--- config.mk ---
export PLATFORM = sky130hd
export DESIGN_NAME = barrel_rot_pipe
export DESIGN_NICKNAME = d
export VERILOG_FILES = /design/src/rtl/barrel_rot_pkg.sv /design/src/rtl/barrel_rot_pipe_rot_stage.sv /design/src/rtl/barrel_rot_pipe.sv
export SDC_FILE = /design/constraint.sdc
export NUM_CORES = 1
export LEC_CHECK = 0
export BUFFER_PORTS_ARGS = -buffer_cell sky130_fd_sc_hd__buf_2
export CORE_AREA = 3 3 70 138
export DETAILED_ROUTE_END_ITERATION = 6
export DIE_AREA = 0 0 73 141
export PLACE_DENSITY_LB_ADDON = 0.05
export SLEW_MARGIN = 20
export SYNTH_ARGS = -nofsm -noshare
export SYNTH_HDL_FRONTEND = slang
export SYNTH_HIERARCHICAL = 1
export SYNTH_SLANG_ARGS = --single-unit
export TNS_END_PERCENT = 10
--- constraint.sdc ---
create_clock -name clk -period 3.3 [get_ports clk]
set_clock_uncertainty 0.15 [all_clocks]
set_input_delay 0.165 -clock clk [delete_from_list [all_inputs] [get_ports clk]]
set_output_delay 0.165 -clock clk [all_outputs]
set_load 0.02 [all_outputs]
--- src/rtl/barrel_rot_pkg.sv ---
// Shared constants and slot payload type for the pipelined 32-bit barrel rotator.
package barrel_rot_pkg;

    localparam int unsigned ROT_WIDTH = 32;
    localparam int unsigned ROT_AMT_W = 5;

    localparam logic ROT_LEFT  = 1'b0;
    localparam logic ROT_RIGHT = 1'b1;

    // Payload of the first pipeline slot: partially rotated word plus the work still to do.
    typedef struct packed {
        logic [ROT_WIDTH-1:0] data;
        logic [1:0]           amt_hi;
        logic                 dir;
    } slot_t;

endpackage

--- src/rtl/barrel_rot_pipe_rot_stage.sv ---
// One combinational rotate stage: rotates by SHIFT bits in the requested direction when enabled.
module rot_stage
    import barrel_rot_pkg::*;
#(
    parameter int unsigned SHIFT = 1,
    parameter int unsigned WIDTH = ROT_WIDTH
) (
    input  logic [WIDTH-1:0] data_i,
    input  logic             ena,
    input  logic             dir,
    output logic [WIDTH-1:0] data_c
);

    always_comb begin
        data_c = data_i;
        if (ena) begin
            if (dir == ROT_RIGHT) begin
                data_c = {data_i[SHIFT-1:0], data_i[WIDTH-1:SHIFT]};
            end else begin
                data_c = {data_i[WIDTH-SHIFT-1:0], data_i[WIDTH-1:WIDTH-SHIFT]};
            end
        end
    end

endmodule

--- src/rtl/barrel_rot_pipe.sv ---
// Pipelined 32-bit barrel rotator with valid/ready flow control.
// BARREL_ROT_MID_REG_EN adds a second slot between the 4-bit and 8-bit stages (latency 2 instead of 1).
module barrel_rot_pipe
    import barrel_rot_pkg::*;
#(
    parameter int unsigned WIDTH = ROT_WIDTH,
    parameter int unsigned AMT_W = ROT_AMT_W
) (
    input  logic             clk,
    input  logic             rst,
    input  logic             in_valid,
    output logic             in_ready,
    input  logic [WIDTH-1:0] in_data,
    input  logic [AMT_W-1:0] in_amt,
    input  logic             in_dir,
    output logic             out_valid,
    input  logic             out_ready,
    output logic [WIDTH-1:0] out_data
);

    logic [WIDTH-1:0] s1_data, s2_data, s4_data, s8_data, s16_data;
    logic [WIDTH-1:0] hi_src;
    logic [1:0]       hi_amt;
    logic             hi_dir;

    rot_stage #(.SHIFT(1), .WIDTH(WIDTH)) u_stage1 (
        .data_i(in_data), .ena(in_amt[0]), .dir(in_dir), .data_c(s1_data)
    );
    rot_stage #(.SHIFT(2), .WIDTH(WIDTH)) u_stage2 (
        .data_i(s1_data), .ena(in_amt[1]), .dir(in_dir), .data_c(s2_data)
    );
    rot_stage #(.SHIFT(4), .WIDTH(WIDTH)) u_stage4 (
        .data_i(s2_data), .ena(in_amt[2]), .dir(in_dir), .data_c(s4_data)
    );
    rot_stage #(.SHIFT(8), .WIDTH(WIDTH)) u_stage8 (
        .data_i(hi_src), .ena(hi_amt[0]), .dir(hi_dir), .data_c(s8_data)
    );
    rot_stage #(.SHIFT(16), .WIDTH(WIDTH)) u_stage16 (
        .data_i(s8_data), .ena(hi_amt[1]), .dir(hi_dir), .data_c(s16_data)
    );

`ifdef BARREL_ROT_MID_REG_EN
    slot_t            a_q, a_d;
    logic             va_q, va_d;
    logic [WIDTH-1:0] b_q, b_d;
    logic             vb_q, vb_d;
    logic             load_a, load_b;

    assign hi_src = a_q.data;
    assign hi_amt = a_q.amt_hi;
    assign hi_dir = a_q.dir;

    // Ready ripples back combinationally from the output so a full pipe still moves every cycle.
    always_comb begin
        load_b = !vb_q || out_ready;
        load_a = !va_q || load_b;
        va_d   = va_q;
        a_d    = a_q;
        vb_d   = vb_q;
        b_d    = b_q;
        if (load_a) begin
            va_d = in_valid;
            if (in_valid) begin
                a_d.data   = s4_data;
                a_d.amt_hi = in_amt[4:3];
                a_d.dir    = in_dir;
            end
        end
        if (load_b) begin
            vb_d = va_q;
            if (va_q) begin
                b_d = s16_data;
            end
        end
    end

    always_ff @(posedge clk or posedge rst) begin
        if (rst) begin
            a_q  <= '0;
            va_q <= 1'b0;
            b_q  <= '0;
            vb_q <= 1'b0;
        end else begin
            a_q  <= a_d;
            va_q <= va_d;
            b_q  <= b_d;
            vb_q <= vb_d;
        end
    end

    assign in_ready  = load_a;
    assign out_valid = vb_q;
    assign out_data  = b_q;
`else
    logic [WIDTH-1:0] data_q, data_d;
    logic             v_q, v_d;
    logic             load;

    assign hi_src = s4_data;
    assign hi_amt = in_amt[4:3];
    assign hi_dir = in_dir;

    always_comb begin
        load   = !v_q || out_ready;
        v_d    = v_q;
        data_d = data_q;
        if (load) begin
            v_d = in_valid;
            if (in_valid) begin
                data_d = s16_data;
            end
        end
    end

    always_ff @(posedge clk or posedge rst) begin
        if (rst) begin
            data_q <= '0;
            v_q    <= 1'b0;
        end else begin
            data_q <= data_d;
            v_q    <= v_d;
        end
    end

    assign in_ready  = load;
    assign out_valid = v_q;
    assign out_data  = data_q;
`endif

endmodule

## Yosys cells after proc, flatten, opt, wreduce, memory -nomap -nowiden

Cells that the tools add are included.

- Bits in registers: 33
- Input bits: 42
- Logic and storage cells: 14

- Muxes and demuxes: 9
- Reductions and logical operators: 3

Operator list:

| cell | count |
|---|---|
| $mux W32 | 9 |
| $reduce_and A2 Y1 | 1 |
| $logic_not A1 Y1 | 1 |
| $logic_or A1 B1 Y1 | 1 |

## Longest topological paths before layout

Gate-level depths: netlist of the first run.

- Depth in word-level cells: 9
- Depth in mapped cells: 12
- Mapped depth without buffers: 10

## By module

Netlist of the first run, hierarchy kept.

Modules (own cells, without submodules):

| module | times used | cells each | area each (sq um) | seq. area each (sq um) |
|---|---|---|---|---|
| rot_stage (u_stage1 ...) | 4 | 107 | 705.7 | 0.0 |
| barrel_rot_pipe | 1 | 72 | 1395.1 | 825.8 |
| rot_stage (u_stage16) | 1 | 36 | 544.3 | 0.0 |

## Least setup slack after synthesis of the first run

OpenSTA, ideal clock, no wires.

- Path kind: input-to-reg
- Start: in in_dir
- End: reg data_q[14] (netlist: out_data[14])
- Arrival: 1.924 ns
- Setup slack: 1.101 ns
- Stages on the path: 12
- Path buffers: 2
- Cells stage by stage: buf_6 -> buf_12 -> mux2i_1 -> a21oi_1 -> mux2i_1 -> a21oi_1 -> mux2i_1 -> a21oi_1 -> mux2i_1 -> a21oi_1 -> mux2_4 -> mux2_4

- Cells in the longest elaborated chain, start to end: 9

RTL lines:

| element | RTL line | text |
|---|---|---|
| start: declaration | barrel_rot_pipe.sv:15 | `input logic in_dir,` |
| $mux W32 | barrel_rot_pipe_rot_stage.sv:17 | `if (dir == ROT_RIGHT) begin` |
| $mux W32 | barrel_rot_pipe_rot_stage.sv:16 | `if (ena) begin` |
| via s1_data[28] | barrel_rot_pipe.sv:21 | `logic [WIDTH-1:0] s1_data, s2_data, s4_data, s8_data, s16_data;` |
| $mux W32 | barrel_rot_pipe_rot_stage.sv:17 |  |
| $mux W32 | barrel_rot_pipe_rot_stage.sv:16 |  |
| via s2_data[26] | barrel_rot_pipe.sv:21 |  |
| $mux W32 | barrel_rot_pipe_rot_stage.sv:17 |  |
| $mux W32 | barrel_rot_pipe_rot_stage.sv:16 |  |
| via hi_src[22] | barrel_rot_pipe.sv:22 | `logic [WIDTH-1:0] hi_src;` |
| $mux W32 | barrel_rot_pipe_rot_stage.sv:17 |  |
| $mux W32 | barrel_rot_pipe_rot_stage.sv:16 |  |
| via s8_data[14] | barrel_rot_pipe.sv:21 |  |
| $mux W32 | barrel_rot_pipe_rot_stage.sv:16 |  |
| via s16_data[14] | barrel_rot_pipe.sv:21 |  |
| end signal: assignment | barrel_rot_pipe.sv:120 | `data_q <= data_d;` |
| end: declaration | barrel_rot_pipe.sv:95 | `logic [WIDTH-1:0] data_q, data_d;` |

The timed path passes the listed nets, and every way through them passes these cells.
A chain may end at the register's enable or synchronous reset.

## Worst setup path in the final report of the first run

- Start: in in_amt[0]
- End: reg data_q[26] (netlist: out_data[26])

- Cells in the longest elaborated chain, start to end: 8

RTL lines:

| element | RTL line | text |
|---|---|---|
| start: declaration | barrel_rot_pipe.sv:14 | `input logic [AMT_W-1:0] in_amt,` |
| $mux W32 | barrel_rot_pipe_rot_stage.sv:16 |  |
| via s1_data[28] | barrel_rot_pipe.sv:21 |  |
| $mux W32 | barrel_rot_pipe_rot_stage.sv:17 |  |
| $mux W32 | barrel_rot_pipe_rot_stage.sv:16 |  |
| via s2_data[30] | barrel_rot_pipe.sv:21 |  |
| $mux W32 | barrel_rot_pipe_rot_stage.sv:17 |  |
| $mux W32 | barrel_rot_pipe_rot_stage.sv:16 |  |
| via hi_src[2] | barrel_rot_pipe.sv:22 |  |
| $mux W32 | barrel_rot_pipe_rot_stage.sv:17 |  |
| $mux W32 | barrel_rot_pipe_rot_stage.sv:16 |  |
| via s8_data[26] | barrel_rot_pipe.sv:21 |  |
| $mux W32 | barrel_rot_pipe_rot_stage.sv:16 |  |
| via s16_data[26] | barrel_rot_pipe.sv:21 |  |

The timed path passes the listed nets, and every way through them passes these cells.

==> results of run 1 <==
synthesized netlist by cell type:
master	count
or2b_1	1
a21oi_1	128
buf_2	12
nand2b_4	1
dfrtp_1	33
buf_12	18
mux2i_1	128
buf_4	4
mux2_2	4
clkbuf_1	12
mux2_4	60
buf_6	5
nand2_4	1
nor2_1	128
inv_1	1
power by group:
part	switching [mW]	total, mW	internal (mW)
Combinational	0.590	1.09	0.504
Clock	0.161	0.537	0.377
Sequential	0.0611	0.568	0.507
Total	0.812	2.20	1.39
metal layers:
layer / wire [um] / GRT usage, %
met5: 0 / 0
met4: 461 / 12.1
met3: 283 / 1.43
met2: 6310 / 41.9
met1: 4270 / 22.4
path summary, 6_finish.rpt:
path	slack, ns	end
setup / recovery	0.57	out_data[26]
hold / removal	0.16	out_valid
setup reg to reg	1.73	out_data[9]
hold reg to reg	0.35	out_data[12]
max in group asynchronous	2.08	out_data[23]
min in group asynchronous	0.29	out_data[11]
registers in the layout, summed over array words and instances, names as in the netlist:
register and count:
out_valid 1, out_data 32
layout make-up:
| class | instances | area, um^2 | share of cell area [%] |
|---|---|---|---|
| Timing Repair Buffer | 93 | 534 | 10.6 |
| Sequential cell | 33 | 826 | 16.4 |
| Tap cell | 100 | 125 | 2.48 |
| Clock inverter | 1 | 30.0 | 0.596 |
| Multi-Input combinational cell | 451 | 3380 | 67.0 |
| Inverter | 1 | 3.75 | 0.0744 |
| Clock buffer | 7 | 143 | 2.83 |
per-stage QoR:
stage / setup WS [ns] / total power, mW / utilization (%) / instance area (um^2)
5_1_grt: 0.274 / 2.33 / 57.9 / 5040
3_3_place_gp: 0.342 / 1.64 / 55.7 / 4850
4_1_cts: 0.560 / 2.22 / 57.9 / 5040
2_1_floorplan: 1.10 / 1.43 / - / 4760
3_5_place_dp: 0.282 / 1.67 / 55.7 / 4850
6_report: 0.571 / 2.20 / 57.9 / 5040
worst max-delay path, stage by stage:
cell and delay [ns]:
buf_2 0.40, buf_12 0.23, nor2_1 0.05, a21oi_1 0.38, mux2i_1 0.13, a21oi_1 0.32, mux2i_1 0.12, a21oi_1 0.31
mux2i_1 0.13, a21oi_1 0.22, mux2_4 0.18, mux2_4 0.14
kinds of logic after synthesis:
kind of cell,share of synthesized area (%)
mux,46.8
flops,17.3
simple gates,10.8
compound gates,13.5
buf+inv,11.7
what timing repair did:
item,in CTS,in global routing
hold buffers,2,0
gates resized for setup,0,0
endpoints found under the hold margin,13,0
==> impl_metrics.csv, run 1 <==
group,metric,value,unit
critical_path,critical_path_class,"input port to flip-flop",
global_routing,antenna_found_initial,0,
timing,relSlewSlack,37.8,%
hold_path,min_from,"out_ready",
yosys,postSynthAreaPerCell,8.88,um^2
outcome,status,"finished, final reports clean",
floorplan,die_h,141,um
critical_path,r2r-start,"out_valid",
critical_path,cp.arrival,2.79,ns
critical_path,startpoint_type,"input port",
run,drv_cap,0,
cts,cts.sinks,33,
routing,ant_nets,0,
critical_path,ff2ff_path_depth,3,
timing,finalSetupViolCount,0,
cts,htreeDepth,2,
critical_path,required,3.36,ns
timing,worstMarginPinSlew,0.932,ns
floorplan,initial_utilization,54.7,%
critical_path,worstPathMaxFanout,31,
yosys,yosysTopAreaCell,"mux2i_1",
placed_design,globalplace.congestion,0.932,
layout,fillers,805,
yosys,synth_seq_cells,33,
cts,cts.clk_slew.worst_paths,0.05,ns
global_routing,grt_pass1_vias,3749,
layout,area_growth,5.89,%
timing,final_max_slew_viol_count,0,
critical_path,endpoint_kind,"flip-flop",
placed_design,place.detailed.hpwl,9330,um
routing,first_pass_iters,4,
routing,vias_per_cell,5.71,
yosys,synth_top_area_share,26.9,%
cts,clk_path_buf_depth,2,
power_and_ir_drop,max-vdd-ir-drop,0.000273,V
power_and_ir_drop,leakage,2.53,nW
global_routing,grt.overflow.total,0,
floorplan,die_area,10300,um^2
routing,wl_per_cell,16.5,um
global_routing,grt_max_degree,65,
layout,nets,627,
timing,timing.setup.tns,0,ns
layout,drive_above_1_share,28.0,%
routing,drcViolationCount,0,
floorplan,core,8710,um^2
yosys,synthesis.nets,578,
timing,fmax,0.366,GHz
layout,layout_common_cells,"mux2i_1 (128), nor2_1 (128), a21oi_1 (128)",
power_and_ir_drop,power.density,436,nW/um^2
cts,insertion_delay,0.27,ns
yosys,ys_types,15,
hold_path,hp-class,"input port to flip-flop",
cts,numCtsBuffers,5,
timing,finalHoldViolCount,0,
layout,n_antenna_cell,0,
timing,rsz0062_at_grt,"false",
routing,drt-total-wl,11300,um
routing,dr_total_vias,3918,
yosys,synthTopCellsByArea,"mux2i_1 (27%), mux2_4 (19%), dfrtp_1 (17%)",
yosys,yosys_warnings,6,
timing,finalCritPeriodShare,82.7,%
routing,drtIter0Drc,88,
critical_path,worstSetupStartpoint,"in_amt[0]",
placed_design,dp.cells,676,
timing,period_minus_slack,2.73,ns
cts,cts_tree,"yes",
hold_path,hold_depth,3,
global_routing,grt_pass1_wl,18100,um
cts,root_buffer,"clkbuf_16",
global_routing,grtUsageTotal,22.0,%
cts,post_cts_buffers,0,
timing,hold-worst-slack,0.156,ns
floorplan,dieWidth,73,um
floorplan,io_pins,76,
layout,instances_no_fill,686,
yosys,synth_seq_area_share,17.3,%
yosys,syn_area,4760,um^2
floorplan,rows,48,
placed_design,port_buffers,75,
yosys,syn_inst,536,
Note: power is estimated with default switching activity, not from simulation.
==> run 2: changes to the inputs <==
- ABC_AREA: default -> 1
- CORE_AREA: 3 3 70 138 -> 3 3 74 146
- DIE_AREA: 0 0 73 141 -> 0 0 77 149
- clock period: 3.3 -> 2.8 ns (I/O delays scaled with it)
==> impl_metrics.csv, run 2 <==
group,metric,value,unit
outcome,status,"finished, final reports clean",
power_and_ir_drop,p_total,2.28,mW
layout,area_growth,3.23,%
layout,nets,1142,
routing,ant_nets,0,
timing,finalHoldViolCount,0,
global_routing,grt.overflow.total,0,
yosys,synth_common_cells,"nand2_1 (652), nand3_1 (160), inv_1 (130)",
timing,hold-worst-slack,0.258,ns
timing,final_max_slew_viol_count,0,
timing,relSlewSlack,60.8,%
critical_path,r2r-start,"out_valid",
placed_design,dp.cells,1224,
routing,dr_wl_met3,404,um
routing,drtIter0Drc,257,
layout,largest_register_ffs,32,
timing,fmax,0.458,GHz
routing,drcViolationCount,0,
timing,timing.setup.tns,0,ns
routing,drt-total-wl,15100,um
timing,rsz0062_at_grt,"false",
critical_path,worstPathMaxFanout,28,
layout,fin_util,57.0,%
critical_path,ff2ff_path_depth,4,
yosys,synthFlopType,"dfrtp_1",
cts,cts.clk_slew.worst_paths,0.05,ns
timing,worstMarginPinSlew,0.588,ns
routing,wl_met2,8450,um
layout,drive_above_1_share,11.3,%
critical_path,cp.arrival,2.24,ns
yosys,ys_types,16,
yosys,synth_top_area_share,45.4,%
timing,finalSetupViolCount,0,
routing,top_layer,"met4",
routing,vias_per_cell,5.02,
floorplan,initial_utilization,55.2,%
timing,period_minus_slack,2.18,ns
power_and_ir_drop,max-vdd-ir-drop,0.000318,V
floorplan,rows,51,
yosys,synthesis.nets,1122,
layout,layout_commonest_cell,"nand2_1",
yosys,synth_seq_area_share,15.3,%
cts,insertion_delay,0.27,ns
yosys,synthAdderAreaFrac,0,%
cts,cts.sinks,33,
routing,dr_total_vias,6185,
yosys,syn_area,5390,um^2
cts,root_buffer,"clkbuf_16",
hold_path,hp-class,"input port to flip-flop",
global_routing,antenna_found_initial,0,
run,drv_cap,0,
floorplan,core,9760,um^2
cts,cts_tree,"yes",
hold_path,min_to,"out_data[16]",
floorplan,io_pins,76,
power_and_ir_drop,leakage,3.80,nW
global_routing,grt_pass1_wl,25600,um
layout,layout_common_cells,"nand2_1 (652), nand3_1 (160), inv_1 (130)",
power_and_ir_drop,power.density,410,nW/um^2
yosys,synth_top_family_by_area,"simple AND/OR/NAND/NOR gates",
routing,wl_met1,5390,um
timing,finalCritPeriodShare,77.9,%
critical_path,endpoint_kind,"flip-flop",
yosys,synthMuxAreaShare,0,%
hold_path,min_from,"in_valid",
yosys,postSynthAreaPerCell,4.99,um^2
critical_path,startpoint_type,"input port",
yosys,synthTopCellsByArea,"nand2_1 (45%), dfrtp_1 (15%), nand3_1 (15%)",
floorplan,dieWidth,77,um
critical_path,required,2.86,ns
yosys,synthArstFlopShare,100,%
yosys,synth_seq_cells,33,
critical_path,rrSetupSlack,1.32,ns
layout,instances_no_fill,1233,
critical_path,critical_path_class,"input port to flip-flop",
yosys,synthSimpleGateAreaFrac,63.1,%
cts,htreeDepth,2,
routing,wl_per_cell,12.2,um
yosys,synth-xor-area-share,0,%
cts,clk_path_buf_depth,2,
floorplan,die_area,11500,um^2
yosys,yosys_warnings,6,
placed_design,globalplace.congestion,0.982,
placed_design,place.detailed.hpwl,12200,um
placed_design,port_buffers,75,
yosys,yosysTopAreaCell,"nand2_1",
yosys,synth-edff-count,0,
global_routing,grt_max_degree,68,
layout,n_antenna_cell,0,
cts,numCtsBuffers,5,
global_routing,grt_pass1_vias,5643,
layout,fillers,1183,
routing,first_pass_iters,5,
global_routing,grtUsageTotal,26.9,%
floorplan,die_h,149,um
yosys,synth_compound_area_share,0,%
yosys,syn_inst,1080,
hold_path,hold_depth,3,
yosys,yosysMostFrequentCell,"nand2_1",
critical_path,reg2reg_to,"out_data[21]",
[run 2: changes by cell type in the layout (fill, tap and decap cells not counted), moves of 4 or more]
cell,delta
mux2i_1,-128
nand3_1,+160
inv_2,+4
a21oi_1,-128
buf_4,-6
nand2_1,+652
mux2_4,-60
nor2_1,-128
mux2_2,-4
nand2_2,+21
inv_1,+129
[run 2: cell families after synthesis]
family | after synthesis
buffers and inverters | 212
flip-flops | 33
AND/OR/NAND/NOR | 835
[run 2: layer usage]
layer / up-vias / GRT usage (%)
li1: 3235 / -
met3: 41 / 1.57
met5: - / 0
met4: 0 / 15.8
met2: 137 / 54.5
met1: 2772 / 25.9
[run 2: metrics by stage]
stage	cell area [um^2]	worst slack, ns
6_report	5560	0.618
5_1_grt	5560	0.345
3_3_place_gp	5410	0.370
3_5_place_dp	5410	0.380
2_1_floorplan	5390	1.03
4_1_cts	5560	0.655
[run 2: final cells by class]
class,count,area (um^2),area share [%]
multi-input cells,835,3400,61.2
well taps,132,165,2.97
flip-flops and latches,33,826,14.8
inverters,139,542,9.74
clock buffers,6,129,2.32
clock inverters,2,10.0,0.180
repair buffers,86,488,8.77
[run 2: worst max-delay path, cell delays in order]
cell	delay, ns
buf_2	0.11
inv_2	0.34
buf_4	0.20
nand2_1	0.06
nand2_1	0.09
inv_1	0.07
nand2_1	0.07
nand3_1	0.06
nand2_1	0.18
inv_1	0.09
nand2_1	0.07
nand3_1	0.07
nand2_1	0.08
inv_1	0.06
nand2_1	0.06
nand3_1	0.07
nand2_1	0.09
nand2_1	0.05
nand2_1	0.10
nand3_1	0.08
nand2_1	0.11
[run 2: timing repair]
action,CTS,global route
resized for setup,0,0
hold endpoints to repair,33,0
buffers inserted,0,0
hold buffers,1,0
[run 2: worst max-delay path by stage]
stage          depth (start not counted)  slack (ns)           end  startpoint
2_1_floorplan                         22        1.03  out_data[20]      in_dir
3_3_place_gp                          21        0.37  out_data[27]   in_amt[0]
3_5_place_dp                          21        0.38  out_data[19]   in_amt[0]
4_1_cts                               21        0.66   out_data[3]   in_amt[0]
5_1_grt                               21        0.34  out_data[19]   in_amt[0]
6_report                              21        0.62   out_data[3]   in_amt[0]
[run 2: power by group]
group / internal [mW] / switching (mW) / leakage [nW]
clock network: 0.326 / 0.191 / 0.0706
logic: 0.362 / 0.786 / 3.31
registers: 0.563 / 0.0526 / 0.417
==> run 3: changes to the inputs <==
- CORE_AREA: 3 3 74 146 -> 3 3 75 148
- DIE_AREA: 0 0 77 149 -> 0 0 78 151
- clock period: 2.8 -> 1.9 ns (I/O delays scaled with it)
==> impl_metrics.csv, run 3 (synthesized netlist as in run 2, its figures left out) <==
group,metric,value,unit
layout,drive_above_1_share,33.6,%
cts,htreeDepth,2,
power_and_ir_drop,max-vdd-ir-drop,0.000555,V
placed_design,place.detailed.hpwl,13300,um
layout,regArea,826,um^2
routing,first_pass_iters,7,
cts,cts.sinks,33,
cts,cts.clk_slew.worst_paths,0.05,ns
global_routing,grt_pass1_vias,6084,
critical_path,cp.arrival,1.96,ns
timing,hold-worst-slack,0.0630,ns
cts,cts_tree,"yes",
floorplan,die_h,151,um
critical_path,endpoint_kind,"flip-flop",
routing,drcViolationCount,0,
timing,period_minus_slack,1.89,ns
critical_path,slowest_delay,0.16,ns
placed_design,port_buffers,75,
routing,wl_per_cell,13.5,um
floorplan,rows,52,
cts,insertion_delay,0.28,ns
routing,dr_total_vias,6799,
outcome,status,"finished, final reports clean",
cts,numCtsBuffers,5,
timing,fmax,0.530,GHz
global_routing,grtUsageTotal,27.9,%
run,drv_cap,0,
critical_path,required,1.97,ns
timing,finalHoldViolCount,0,
global_routing,grt.overflow.total,0,
routing,drtIter0Drc,379,
power_and_ir_drop,power.density,561,nW/um^2
floorplan,die_area,11800,um^2
critical_path,critical_path_class,"input port to flip-flop",
global_routing,grt_max_degree,34,
critical_path,startpoint_type,"input port",
placed_design,postPlaceCellArea,6010,um^2
floorplan,io_pins,76,
critical_path,slowest_stage,"clkbuf_16",
placed_design,globalplace.congestion,0.947,
floorplan,initial_utilization,53.1,%
floorplan,dieWidth,78,um
global_routing,grt_pass1_wl,26800,um
hold_path,hp-class,"input port to flip-flop",
layout,fillers,1015,
timing,rsz0062_at_grt,"true",
critical_path,path_buf_inv,5,
timing,finalCritPeriodShare,99.4,%
timing,fin_ws,0.0119,ns
layout,fin_area,7020,um^2
routing,ant_nets,0,
critical_path,worstPathMaxFanout,8,
cts,clk_path_buf_depth,2,
layout,largest_register_ffs,32,
critical_path,critical_path.top_delay_family,"simple AND/OR/NAND/NOR gates",
layout,layout_common_cells,"nand2_1 (547), nand2_2 (124), nand3_1 (120)",
floorplan,core,10100,um^2
placed_design,pre_cts_ws,-0.335,ns
layout,layout_commonest_cell,"nand2_1",
layout,area_growth,30.4,%
timing,worstMarginPinSlew,0.504,ns
timing,finalSetupViolCount,0,
layout,multi_input_area,3870,um^2
routing,drt-total-wl,17900,um
layout,n_antenna_cell,0,
critical_path,worstPathCellList,"buf_16, clkbuf_16, nand2_1, nand3_1, nand2_2, inv_1, nand2_1, nand3_1, nand2_2, inv_2, nand2_1, nand3_1, nand2_2, inv_1, nand2_1, nand3_1, nand2_1, nand2_1, nand2_1, nand3_1, nand2_1",
timing,relSlewSlack,66.4,%
critical_path,cp_common_cell,"nand2_1",
cts,root_buffer,"clkbuf_16",
timing,final_max_slew_viol_count,0,
routing,vias_per_cell,5.12,
global_routing,antenna_found_initial,0,
layout,nets,1233,
power_and_ir_drop,leakage,4.40,nW
-- run 3: cell types whose count changed in the layout (fill, tap and decap cells not counted), moves of 2 or more --
cell,before,now
nand2_1,652,547
nand2_2,21,124
buf_4,9,76
inv_1,130,90
nand3_1,160,120
nand3_2,0,40
inv_2,4,43
buf_6,0,8
buf_12,2,9
clkbuf_16,5,11
buf_8,0,2
clkbuf_8,0,2
nand2_4,2,4
-- run 3: worst reg2reg max path, stage by stage (launching register included) --
cell	delay, ns
dfrtp_1	0.40
nand2_4	0.19
nand2_4	0.24
nand2_1	0.15
nand2_1	0.06
-- run 3: repair_timing --
item,in CTS,in global routing
setup endpoints to repair,14,32
pin swaps,0,117
gates resized for setup,3,216
endpoints found under the hold margin,33,0
cloned,0,8
buffers inserted,0,12
hold buffers,1,0
-- run 3: power breakdown --
part           switching [mW]  total, mW  internal [mW]
logic                    1.36       2.19          0.831
clock network           0.284      0.838          0.554
registers              0.0819      0.913          0.831
-- run 3: path summary, 6_finish.rpt --
path | startpoint | to | slack, ns | depth (start not counted)
worst max-delay path | in_dir | out_data[5] | 0.01 | 21
worst min-delay path | in_valid | out_data[0] | 0.06 | 3
worst max register to register | out_valid | out_data[17] | 0.60 | 4
worst min register to register | out_data[4] | out_data[4] | 0.31 | 2
max in group asynchronous | rst | out_data[13] | 1.02 | 4
min in group asynchronous | rst | out_data[4] | 0.28 | 4
-- run 3: area by class of cell --
cell class	instances	area share, %
multi-input combinational	835	55.2
timing repair buffer	176	20.3
sequential	33	11.8
inverter	139	8.03
tap	135	2.40
clock buffer	7	2.17
timing repair inverter	1	0.125
clock inverter	1	0.0713
-- run 3: per-layer routing --
| metal | vias up | routed length, um | global-route usage [%] |
|---|---|---|---|
| met5 | - | 0 | 0 |
| li1 | 3423 | - | - |
| met1 | 3057 | 5950 | 25.7 |
| met4 | 0 | 1360 | 18.0 |
| met3 | 93 | 539 | 1.31 |
| met2 | 226 | 10000 | 57.1 |
-- run 3: metrics by stage --
step / power (mW) / TNS, ns / utilization [%] / std cells
after detailed placement: 2.81 / -9.17 / 59.2 / 1298
final: 3.94 / 0 / 69.2 / 1327
after CTS: 3.65 / 0 / 61.0 / 1307
after global routing: 4.23 / -0.853 / 69.2 / 1327
after floorplan: 2.24 / 0 / - / 1080
after global placement: 2.79 / -8.55 / 59.2 / 1298
